### config.mk
export PLATFORM = sky130hd
export DESIGN_NAME = snitch_shared_acc_arbiter
export DESIGN_NICKNAME = d
export VERILOG_FILES = /design/src/rtl/snitch_shared_acc_arbiter.sv
export SDC_FILE = /design/constraint.sdc
export NUM_CORES = 1
export LEC_CHECK = 0
export ABC_AREA = 1
export CAP_MARGIN = 20
export CELL_PAD_IN_SITES_DETAIL_PLACEMENT = 1
export CELL_PAD_IN_SITES_GLOBAL_PLACEMENT = 1
export CORE_AREA = 2 2 230 232
export DETAILED_ROUTE_END_ITERATION = 6
export DIE_AREA = 0 0 232 234
export HOLD_SLACK_MARGIN = 0.08
export PLACE_DENSITY = 0.68
export SYNTH_ARGS = -nofsm -noshare
export SYNTH_HDL_FRONTEND = slang
export SYNTH_SLANG_ARGS = --single-unit
### constraint.sdc
create_clock -name clk_i -period 2.55 [get_ports clk_i]
set_input_delay 0.255 -clock clk_i [delete_from_list [all_inputs] [get_ports clk_i]]
set_output_delay 0.255 -clock clk_i [all_outputs]
set_load 0.1 [all_outputs]
### src/rtl/snitch_shared_acc_arbiter.sv
// Round-robin arbiter sharing one offloaded accelerator port between cluster cores.
// Granted core indices are queued in an in-order tag FIFO to steer responses back.
module snitch_shared_acc_arbiter #(
  parameter int unsigned NrCores        = 4,
  parameter int unsigned ReqWidth       = 96,
  parameter int unsigned RspWidth       = 37,
  parameter int unsigned MaxOutstanding = 4,
  localparam int unsigned IdxW          = $clog2(NrCores),
  localparam int unsigned CntW          = $clog2(MaxOutstanding + 1)
) (
  input  logic                              clk_i,
  input  logic                              rst_ni,
  input  logic [NrCores-1:0]                core_en_i,
  input  logic [NrCores-1:0]                req_valid_i,
  output logic [NrCores-1:0]                req_ready_o,
  input  logic [NrCores-1:0][ReqWidth-1:0]  req_data_i,
  output logic                              acc_req_valid_o,
  input  logic                              acc_req_ready_i,
  output logic [ReqWidth-1:0]               acc_req_data_o,
  input  logic                              acc_rsp_valid_i,
  output logic                              acc_rsp_ready_o,
  input  logic [RspWidth-1:0]               acc_rsp_data_i,
  output logic [NrCores-1:0]                rsp_valid_o,
  input  logic [NrCores-1:0]                rsp_ready_i,
  output logic [RspWidth-1:0]               rsp_data_o,
  output logic [CntW-1:0]                   outstanding_o,
  output logic                              err_o
);

  localparam int unsigned PtrW = (MaxOutstanding > 1) ? $clog2(MaxOutstanding) : 1;

  logic [IdxW-1:0] prio_q, prio_d;
  logic            lock_q, lock_d;
  logic [IdxW-1:0] locked_idx_q, locked_idx_d;
  logic [IdxW-1:0] tag_q [MaxOutstanding];
  logic [PtrW-1:0] wr_ptr_q, wr_ptr_d, rd_ptr_q, rd_ptr_d;
  logic [CntW-1:0] cnt_q, cnt_d;
  logic            err_q, err_d;

  logic [NrCores-1:0] eligible;
  logic               gnt_valid;
  logic [IdxW-1:0]    gnt_idx;
  logic [IdxW-1:0]    head_idx;
  logic               empty, full, push, pop, spurious;

  function automatic logic [PtrW-1:0] ptr_inc(input logic [PtrW-1:0] p);
    return (p == PtrW'(MaxOutstanding - 1)) ? '0 : p + 1'b1;
  endfunction

  assign empty    = (cnt_q == '0);
  assign full     = (cnt_q == CntW'(MaxOutstanding));
  assign eligible = full ? '0 : (req_valid_i & core_en_i);
  assign head_idx = tag_q[rd_ptr_q];

  // Grant: locked core wins, otherwise first eligible index at or after prio_q.
  always_comb begin
    int unsigned cand;
    gnt_valid = 1'b0;
    gnt_idx   = '0;
    cand      = 0;
    if (lock_q) begin
      gnt_valid = 1'b1;
      gnt_idx   = locked_idx_q;
    end else begin
      for (int unsigned i = 0; i < NrCores; i++) begin
        cand = 32'(prio_q) + i;
        if (cand >= NrCores) cand = cand - NrCores;
        if (!gnt_valid && eligible[IdxW'(cand)]) begin
          gnt_valid = 1'b1;
          gnt_idx   = IdxW'(cand);
        end
      end
    end
  end

  assign acc_req_valid_o = gnt_valid;
  assign acc_req_data_o  = req_data_i[gnt_idx];
  assign push            = gnt_valid & acc_req_ready_i;

  always_comb begin
    req_ready_o = '0;
    if (gnt_valid) req_ready_o[gnt_idx] = acc_req_ready_i;
  end

  // Response steering to the core at the FIFO head; with no owner the response is sunk.
  always_comb begin
    rsp_valid_o     = '0;
    acc_rsp_ready_o = 1'b1;
    if (!empty) begin
      rsp_valid_o[head_idx] = acc_rsp_valid_i;
      acc_rsp_ready_o       = rsp_ready_i[head_idx];
    end
  end

  assign pop        = !empty & acc_rsp_valid_i & rsp_ready_i[head_idx];
  assign spurious   = empty & acc_rsp_valid_i;
  assign rsp_data_o = acc_rsp_data_i;

  always_comb begin
    prio_d       = prio_q;
    lock_d       = lock_q;
    locked_idx_d = locked_idx_q;
    wr_ptr_d     = wr_ptr_q;
    rd_ptr_d     = rd_ptr_q;
    cnt_d        = cnt_q;
    err_d        = err_q | spurious;
    if (push) begin
      lock_d   = 1'b0;
      prio_d   = (gnt_idx == IdxW'(NrCores - 1)) ? '0 : gnt_idx + 1'b1;
      wr_ptr_d = ptr_inc(wr_ptr_q);
    end else if (gnt_valid) begin
      lock_d       = 1'b1;
      locked_idx_d = gnt_idx;
    end
    if (pop) rd_ptr_d = ptr_inc(rd_ptr_q);
    case ({push, pop})
      2'b10:   cnt_d = cnt_q + 1'b1;
      2'b01:   cnt_d = cnt_q - 1'b1;
      default: cnt_d = cnt_q;
    endcase
  end

  always_ff @(posedge clk_i or negedge rst_ni) begin
    if (!rst_ni) begin
      prio_q       <= '0;
      lock_q       <= 1'b0;
      locked_idx_q <= '0;
      wr_ptr_q     <= '0;
      rd_ptr_q     <= '0;
      cnt_q        <= '0;
      err_q        <= 1'b0;
      for (int unsigned i = 0; i < MaxOutstanding; i++) tag_q[i] <= '0;
    end else begin
      prio_q       <= prio_d;
      lock_q       <= lock_d;
      locked_idx_q <= locked_idx_d;
      wr_ptr_q     <= wr_ptr_d;
      rd_ptr_q     <= rd_ptr_d;
      cnt_q        <= cnt_d;
      err_q        <= err_d;
      if (push) tag_q[wr_ptr_q] <= gnt_idx;
    end
  end

  assign outstanding_o = cnt_q;
  assign err_o         = err_q;

endmodule

==> impl_summary.md, run 1 <==
Outcome
The run finished, with violations left. The final reports fail on setup timing.

STA
The hold violation total from the final report is 0. Setup slack on the critical path of the routed design comes to -0.504 ns. The worst relative slew slack is 74.5%. Between clock sinks in the finished design, the worst skew comes to 0.00235 ns. Subtracting the final worst setup slack from the clock period gives approximately 3.1 ns. The number of max-slew violations in the final report is 0.

Setup repair after global routing could not meet its margin everywhere. For the pin with the worst max-slew slack, the measured transition is between 0.3 and 0.4 ns. The maximum operating frequency is about 0.33 GHz. The number of failing setup endpoints in the final timing report is 103. The final worst-path cycle share is 120%.

Clock tree
Buffers inserted during clock tree synthesis total 3. The count of clock tree sinks is 21. The clock root buffer is sky130_fd_sc_hd__clkbuf_16.

The number of buffers between clock root and the deepest sink is 2. The clock transition time at the flip-flop clock pins of the worst setup and hold paths is 0.06 ns. TritonCTS built the clock tree.

The depth of the CTS H-tree is 1. The clock insertion delay at the later pin of the skew report is 0.26 ns.

Worst setup path
The maximum fanout along the worst path is 8. In this run the critical register-to-register path is captured at outstanding_o[2]$_DFFE_PN0P_. The path length in cells of the critical path is 17.

Traced cell by cell, the critical path runs through nor2_4 -> nand2_8 -> nand3_4 -> nand2_4 -> nand2_2 -> nand2_2 -> a21oi_1 -> nand2_1 -> nand3_4 -> buf_12 -> bufbuf_16 -> buf_4 -> nand3_1 -> nand2_2 -> nand2_1 -> nand2_4 -> buf_12. The kind of cell with the highest combined delay along the critical path is simple AND/OR/NAND/NOR gates. For flop-to-flop paths, the worst setup slack is -0.15 ns.

The cell occurring most often along the worst timing path is sky130_fd_sc_hd__nand2_2. The most critical setup path has its endpoint at acc_req_data_o[60]. The library cell contributing the largest single delay on the critical path is sky130_fd_sc_hd__dfrtp_4. For this run, the slowest stage of the critical path takes around 0.48 ns.

The critical path starts at outstanding_o[0]$_DFFE_PN0P_. The worst setup path is captured at an output port. The endpoint required time on the critical path is 2.30 ns. For the worst setup path, the data arrival time is 2.80 ns.

STA classifies the critical path startpoint as a flop. The number of cell instances on the worst register-to-register path is 16. The critical path in this run is classified as reg -> out. The worst register-to-register path begins at outstanding_o[0]$_DFFE_PN0P_. The total buffers and inverters traversed by the critical path is 4.

Drt
The DRC violation count after routing is 0. The via count normalized by instance count is 4.10. The count of antenna-violating nets left after detailed routing is 0. For this block, the initial DRC count from the detailed router was 321. The total number of vias is a little over 10000. The first TritonRoute pass finished after 4 iterations. For this block, the routed nets add up to between 40000 and 50000 um of wire. After detailed routing, the average wire length per cell comes to 18.8 um.

Global routing
Entering global routing, the biggest net connects 74 pins. The initial antenna violation count is 7. The global-route wire length before repair is between 60000 and 70000 um. For this run the aggregate overflow at the end of global routing stands at 0.

Global routing used 15.1% of the available tracks. The via count of the first global-routing pass is 10700.

Synth
The count of flip-flops with a built-in enable after synthesis is 0. Synthesis inferred 21 register bits. The average instance in the mapped netlist occupies 4.75 sq um. The cell count after synthesis is 1281. Among all flip-flop cells after synthesis, the most frequent one is sky130_fd_sc_hd__dfrtp_1.

Yosys printed 0 warnings. The net count after synthesis is 1726. The mapped netlist covers 0.00609 sq mm. After synthesis, the share of flip-flops with an asynchronous set or reset is 100%. The number of unique standard cell types used by synthesis is 28.

The fraction of the yosys area taken by sequential cells is under 10%.

Floorplanning
The region available for standard cell placement spans 0.0520 sq mm. The floorplan step defined a die boundary enclosing 0.0543 sq mm. The initialized floorplan defines 84 standard-cell rows.

The count of boundary I/O pins is between 500 and 600. From bottom edge to top edge, the die measures 234 um. For this configuration, the core starts out at a cell density of 11.7%. The horizontal die dimension is 232 um.

Placement
The weighted congestion at the end of routability-driven global placement is 0.862. The minimum setup slack after placement is -0.471 ns. The placed wire-length estimate is 33100 um. Port buffering added 509 buffers.

Layout
The post-route netlist has 35.9% of its cells at a drive strength greater than 1. The fill cell total of the finished layout is around 6000. The net count of the finished layout is 2248. From synthesis to final layout, the design area changed by 179%.

Job
The number of max-cap violations is 0.

Hold path
The path class of the tightest hold or removal check is in -> async.
[layout make-up]
cell class	count	area (sq um)	share of cell area, %
repair buffers	636	8100	47.7
well taps	688	861	5.07
flip-flops and latches	21	534	3.15
inverters	224	870	5.12
clock buffers	4	78.8	0.464
diodes	3	7.51	0.0442
repair inverters	2	27.5	0.162
multi-input cells	915	6500	38.3
[metrics by stage]
stage	hold slack, ns	cell area (sq um)	instances	util (%)	TNS [ns]
3_3_place_gp	0.466	14400	2427	27.7	-35.09
3_5_place_dp	0.469	14400	2427	27.7	-38.81
2_1_floorplan	-0.0406	7350	1281	-	-15.44
4_1_cts	0.223	15600	2463	30.0	-45.53
6_report	0.220	17000	2493	32.7	-42.31
5_1_grt	0.239	17000	2491	32.6	-57.18
[worst min-delay path by stage]
stage | start | end | slack [ns] | cells after the start
6_report | rst_ni | err_o$_DFF_PN0_ | 0.22 | 1
3_5_place_dp | err_o$_DFF_PN0_ | err_o$_DFF_PN0_ | 0.47 | 1
4_1_cts | rst_ni | outstanding_o[1]$_DFFE_PN0P_ | 0.22 | 1
5_1_grt | rst_ni | outstanding_o[1]$_DFFE_PN0P_ | 0.24 | 1
2_1_floorplan | rst_ni | err_o$_DFF_PN0_ | -0.04 | 0
3_3_place_gp | err_o$_DFF_PN0_ | err_o$_DFF_PN0_ | 0.47 | 1
[synthesized netlist by cell type (5+ instances only)]
cell,n,area [sq um]
sky130_fd_sc_hd__nor2_1,15,56.3
sky130_fd_sc_hd__nor3_1,5,25.0
sky130_fd_sc_hd__buf_2,36,180
sky130_fd_sc_hd__a21oi_1,5,25.0
sky130_fd_sc_hd__ha_1,7,87.6
sky130_fd_sc_hd__nand2_1,535,2010
sky130_fd_sc_hd__clkbuf_1,30,113
sky130_fd_sc_hd__dfrtp_1,21,526
sky130_fd_sc_hd__nand3_1,306,1530
sky130_fd_sc_hd__o21ai_0,18,90.1
sky130_fd_sc_hd__nand4_1,7,43.8
sky130_fd_sc_hd__inv_1,222,833
sky130_fd_sc_hd__buf_4,55,413
[sequential cells by signal, indices dropped and copies added, names as in the netlist]
name and cells:
rd_ptr_q 2, wr_ptr_q 2, locked_idx_q 2, prio_q 2
tag_q 8, lock_q 1, outstanding_o 3, err_o 1
[layout by cell type (no fill, tap or decap), types with 7 or more instances in the layout]
master                            count
sky130_fd_sc_hd__clkdlybuf4s50_1    399
sky130_fd_sc_hd__nand2_1            251
sky130_fd_sc_hd__inv_1              218
sky130_fd_sc_hd__nand3_1            218
sky130_fd_sc_hd__nand2_2            143
sky130_fd_sc_hd__buf_12             137
sky130_fd_sc_hd__nand2_4            110
sky130_fd_sc_hd__nand3_2             65
sky130_fd_sc_hd__buf_4               54
sky130_fd_sc_hd__nand2_8             36
sky130_fd_sc_hd__nand3_4             24
sky130_fd_sc_hd__dfrtp_1             18
sky130_fd_sc_hd__clkbuf_16           15
sky130_fd_sc_hd__buf_6               14
sky130_fd_sc_hd__buf_16              12
sky130_fd_sc_hd__nor2_1              10
sky130_fd_sc_hd__o21ai_0             10
sky130_fd_sc_hd__nand4_1              7
[cells by family (layout without fill, tap and decap cells)]
kind of cell    Yosys count  after routing  synth area share, %
compound gates           27             27                 2.41
xor+xnor                  3              3                0.432
fa+ha+maj                 8              8                 1.77
buf+inv                 347            866                 25.7
flops                    21             21                 8.63
other cells               0              3                    0
simple gates            875            877                 61.1
[metal layers]
| metal | GRT usage [%] | part of all wire (%) |
|---|---|---|
| met5 | 0 | 0.053 |
| met4 | 2.98 | 2.1 |
| met3 | 2.19 | 4.4 |
| met2 | 28.3 | 52 |
| met1 | 18.1 | 41 |
[timing repair]
action,in CTS,in global routing
hold buffers,0,0
endpoints found under the setup margin,106,109
setup buffers,18,14
gates resized for setup,134,272
pin swaps,20,63
cloned,14,16
Power of run 1 is left out: the tool's default activity adds up to more than one toggle a clock period on the data nets, which glitch-free logic cannot reach.
==> run 2: changes to the inputs <==
--- a/config.mk
+++ b/config.mk
@@ -12,7 +12,7 @@
 export CORE_AREA = 2 2 230 232
 export DETAILED_ROUTE_END_ITERATION = 6
 export DIE_AREA = 0 0 232 234
-export HOLD_SLACK_MARGIN = 0.08
+export HOLD_SLACK_MARGIN = 0.15
 export PLACE_DENSITY = 0.68
 export SYNTH_ARGS = -nofsm -noshare
 export SYNTH_HDL_FRONTEND = slang
==> results of run 2 <==
Same layout as run 1: the final DEF is identical, and so are final timing and power.
Power of run 2 is left out for the same reason.
==> run 3: changes to the inputs <==
--- a/config.mk
+++ b/config.mk
@@ -13,7 +13,7 @@
 export DETAILED_ROUTE_END_ITERATION = 6
 export DIE_AREA = 0 0 232 234
 export HOLD_SLACK_MARGIN = 0.15
-export PLACE_DENSITY = 0.68
+export PLACE_DENSITY = 0.65
 export SYNTH_ARGS = -nofsm -noshare
 export SYNTH_HDL_FRONTEND = slang
 export SYNTH_SLANG_ARGS = --single-unit
==> run 3 against run 2 <==
Effect of this change:
- the run still ends with setup timing left
- wire length shrank 8.5%
- largest cell class unchanged
- via count shrank 2.4%
- utilization shrank 1.9 points
- count of clock-buffer cells in the layout shrank 1
- register-to-register slack is essentially flat
- first-iteration DRC count shrank 21%
- setup slack lost 0.025 ns
- non-clock buffer count shrank 9
- die area is the same
- fmax shrank 0.82%
- global-route usage shrank 0.30 points
==> impl_summary.md, run 3 (same netlist as run 1, synthesis figures left out) <==
Outcome
Outcome: finished with violations (unchanged). Failing checks: setup timing (unchanged).

Placement
The weighted congestion at the end of routability-driven global placement was 0.852 (was 0.862). The cell area after placement came to 0.0145 sq mm (was 0.0144 sq mm). The number of cells in the design after placement came to 2437 (was 2427). The placed wire-length estimate is 33300 um (was 33100 um). The number of buffer cells added on primary ports is 509 (unchanged).

Global routing
The via count of the first global-routing pass is 10500 (was 10700). The largest net degree at the start of global routing is 85 (was 74). The overflow left after global routing is 0 (unchanged). The global-route wire length before repair is 62200 um (was 63000 um). The initial antenna violation count was 7 (unchanged).

The combined global-route utilization of all metal layers came to 14.8% (was 15.1%).

Clock tree
The clock tree from TritonCTS is yes (unchanged). The depth of the CTS H-tree came to 1 (unchanged). The number of buffers between clock root and the deepest sink was 2 (unchanged). The clock insertion delay at the later pin of the skew report came to 0.25 ns (was 0.26 ns). The clock buffer count from CTS was 3 (unchanged). The clock root buffer is sky130_fd_sc_hd__clkbuf_16 (unchanged). The clock transition time at the flip-flop clock pins of the worst setup and hold paths is 0.06 ns (about the same). The count of clock tree sinks is 21 (unchanged).

Drt
The count of antenna-violating nets left after detailed routing was 0 (unchanged). The via count normalized by instance count came to 4.02 (was 4.10). The routed wire length on met3 is 2150 um (was 2060 um). The length of routed wiring on met1 is 17300 um (was 19200 um). The top routing layer in use is met5 (unchanged).

The post-detailed-routing wire length is 42900 um (was 46900 um). The DRC violation count after routing is 0 (unchanged). The wire length on met2 came to 22500 um (was 24600 um).

The iteration count of the initial detailed-routing pass is 4 (unchanged). The average wire per cell in the routed design is 17.3 um (was 18.8 um). The total number of vias is 9975 (was 10200). The violation count after the first detailed-routing iteration was 254 (was 321).

Layout
Most used cells in the layout excluding fill and tap cells: 399 x sky130_fd_sc_hd__clkdlybuf4s50_1, 372 x sky130_fd_sc_hd__nand2_1, 220 x sky130_fd_sc_hd__nand3_1 (was 399 x sky130_fd_sc_hd__clkdlybuf4s50_1, 251 x sky130_fd_sc_hd__nand2_1, 218 x sky130_fd_sc_hd__inv_1, 218 x sky130_fd_sc_hd__nand3_1, 143 x sky130_fd_sc_hd__nand2_2). The fill cell total of the finished layout was 6273 (was 6177). The non-filler instance count after layout is 2483 (was 2493).

The register with the highest flop count is tag_q (unchanged). The area of combinational cells with multiple inputs is 0.00585 sq mm (was 0.00650 sq mm). The final design instance area without fill is 0.0160 sq mm (was 0.0170 sq mm).

The fraction of layout cells with a size suffix above 1 was 28.4% (was 35.9%). The area growth from synthesis to layout is 163% (was 179%). The flip-flop count of the largest register after layout is 8 (unchanged).

The share of the core filled with cells is 30.7% (was 32.7%). The sequential cell area in the final layout is 534 sq um (unchanged). The final net count is 2235 (was 2248). The most frequent standard cell in the layout excluding fill and tap cells was sky130_fd_sc_hd__clkdlybuf4s50_1 (unchanged).

Worst setup path
The number of cell instances on the worst register-to-register path was 16 (unchanged). The start-to-end type of the worst setup path is reg -> out (unchanged). The reg-to-reg startpoint is outstanding_o[1]$_DFFE_PN0P_ (was outstanding_o[0]$_DFFE_PN0P_).

The maximum fanout along the worst path is 19 (was 8). The endpoint of the worst register-to-register path is outstanding_o[2]$_DFFE_PN0P_ (unchanged). The signal arrival time at the worst endpoint was 2.82 ns (was 2.80 ns). The endpoint required time on the critical path is 2.30 ns (about the same). The launching instance or port of the critical path is outstanding_o[1]$_DFFE_PN0P_ (was outstanding_o[0]$_DFFE_PN0P_). The register-to-register setup slack is -0.16 ns (was -0.15 ns). The destination of the critical timing path is acc_req_data_o[60] (unchanged). The type of destination of the critical path is an output port (unchanged).

The startpoint type of the worst setup path is a flop (unchanged).

Job
The number of max-cap violations is 0 (unchanged).

STA
The number of failing setup endpoints in the final timing report was 103 (unchanged). The worst relative slew slack is 70.5% (was 74.5%). The maximum operating frequency was 0.325 GHz (was 0.327 GHz). The final worst-path setup slack is -0.529 ns (was -0.504 ns). The setup TNS after final layout was -47.27 ns (was -42.31 ns). The hold violation total from the final report is 0 (unchanged). The number of max-slew violations in the final report is 0 (unchanged). Setup repair after global routing missed its margin: yes (unchanged). The actual slew at the worst max-slew pin came to 0.442 ns (was 0.378 ns). The final worst-path cycle share came to 121% (was 120%). The maximum clock skew at final layout is 0.00196 ns (was 0.00235 ns). The time the worst path needs with I/O delays and setup came to 3.08 ns (was 3.05 ns).

Floorplanning
The die height is 234 um (unchanged). The floorplan die area was 0.0543 sq mm (unchanged). The cell row count was 84 (unchanged). The area inside the core boundary is 0.0520 sq mm (unchanged).

The count of boundary I/O pins was 584 (unchanged). The initial cell density of the core is 11.7% (unchanged). The horizontal die dimension was 232 um (unchanged).

Hold path
The worst min-delay path class was in -> async (unchanged).
run 3: cell type report:
class	count	share of cell area, %
repair buffers	627	48.7
multi-input cells	913	36.6
well taps	688	5.38
inverters	224	5.36
flip-flops and latches	21	3.34
clock buffers	3	0.469
diodes	6	0.0939
clock inverters	1	0.0313
run 3: how the worst min path moves through the flow:
stage                                from                           end  slack [ns]  depth (start not counted)
after detailed placement  err_o$_DFF_PN0_               err_o$_DFF_PN0_        0.47                          1
final                              rst_ni  outstanding_o[0]$_DFFE_PN0P_        0.35                          2
after global routing               rst_ni               err_o$_DFF_PN0_        0.40                          2
after global placement    err_o$_DFF_PN0_               err_o$_DFF_PN0_        0.47                          1
after floorplan                    rst_ni               err_o$_DFF_PN0_       -0.04                          0
after CTS                          rst_ni               err_o$_DFF_PN0_        0.36                          2
run 3: routing by layer:
metal  up-vias  track usage (%)
met2       296             27.4
li1       4897                -
met3        59             2.25
met1      4719             17.5
met4         4             4.05
met5         -                0
run 3: through the flow:
step / hold WS [ns] / worst slack [ns]
final: 0.354 / -0.529
after global routing: 0.401 / -0.714
after CTS: 0.363 / -0.516
after detailed placement: 0.470 / -0.484
after global placement: 0.468 / -0.395
after floorplan: -0.0406 / -1.27
run 3: timing repair:
action / 4_1_cts / 5_1_grt
endpoints found under the setup margin: 102 / 112
hold buffers: 0 / 0
setup buffers: 17 / 7
cloned: 13 / 1
pin swaps: 6 / 17
resized for setup: 129 / 63
run 3: worst max-delay path: stages, from the launching register on:
cell and delay (ns):
sky130_fd_sc_hd__dfrtp_4 0.49, sky130_fd_sc_hd__nor2_4 0.19, sky130_fd_sc_hd__nand2_8 0.12, sky130_fd_sc_hd__nand3_2 0.11, sky130_fd_sc_hd__nand2_2 0.08, sky130_fd_sc_hd__nand2_1 0.09, sky130_fd_sc_hd__nand2_1 0.08, sky130_fd_sc_hd__a21oi_1 0.12
sky130_fd_sc_hd__nand2_1 0.10, sky130_fd_sc_hd__nand3_4 0.17, sky130_fd_sc_hd__nand2_8 0.09, sky130_fd_sc_hd__buf_12 0.16, sky130_fd_sc_hd__buf_16 0.16, sky130_fd_sc_hd__buf_4 0.14, sky130_fd_sc_hd__nand2_1 0.07, sky130_fd_sc_hd__nand3_2 0.10
sky130_fd_sc_hd__nand2_4 0.08, sky130_fd_sc_hd__buf_12 0.17
Power of run 3 is left out for the same reason.
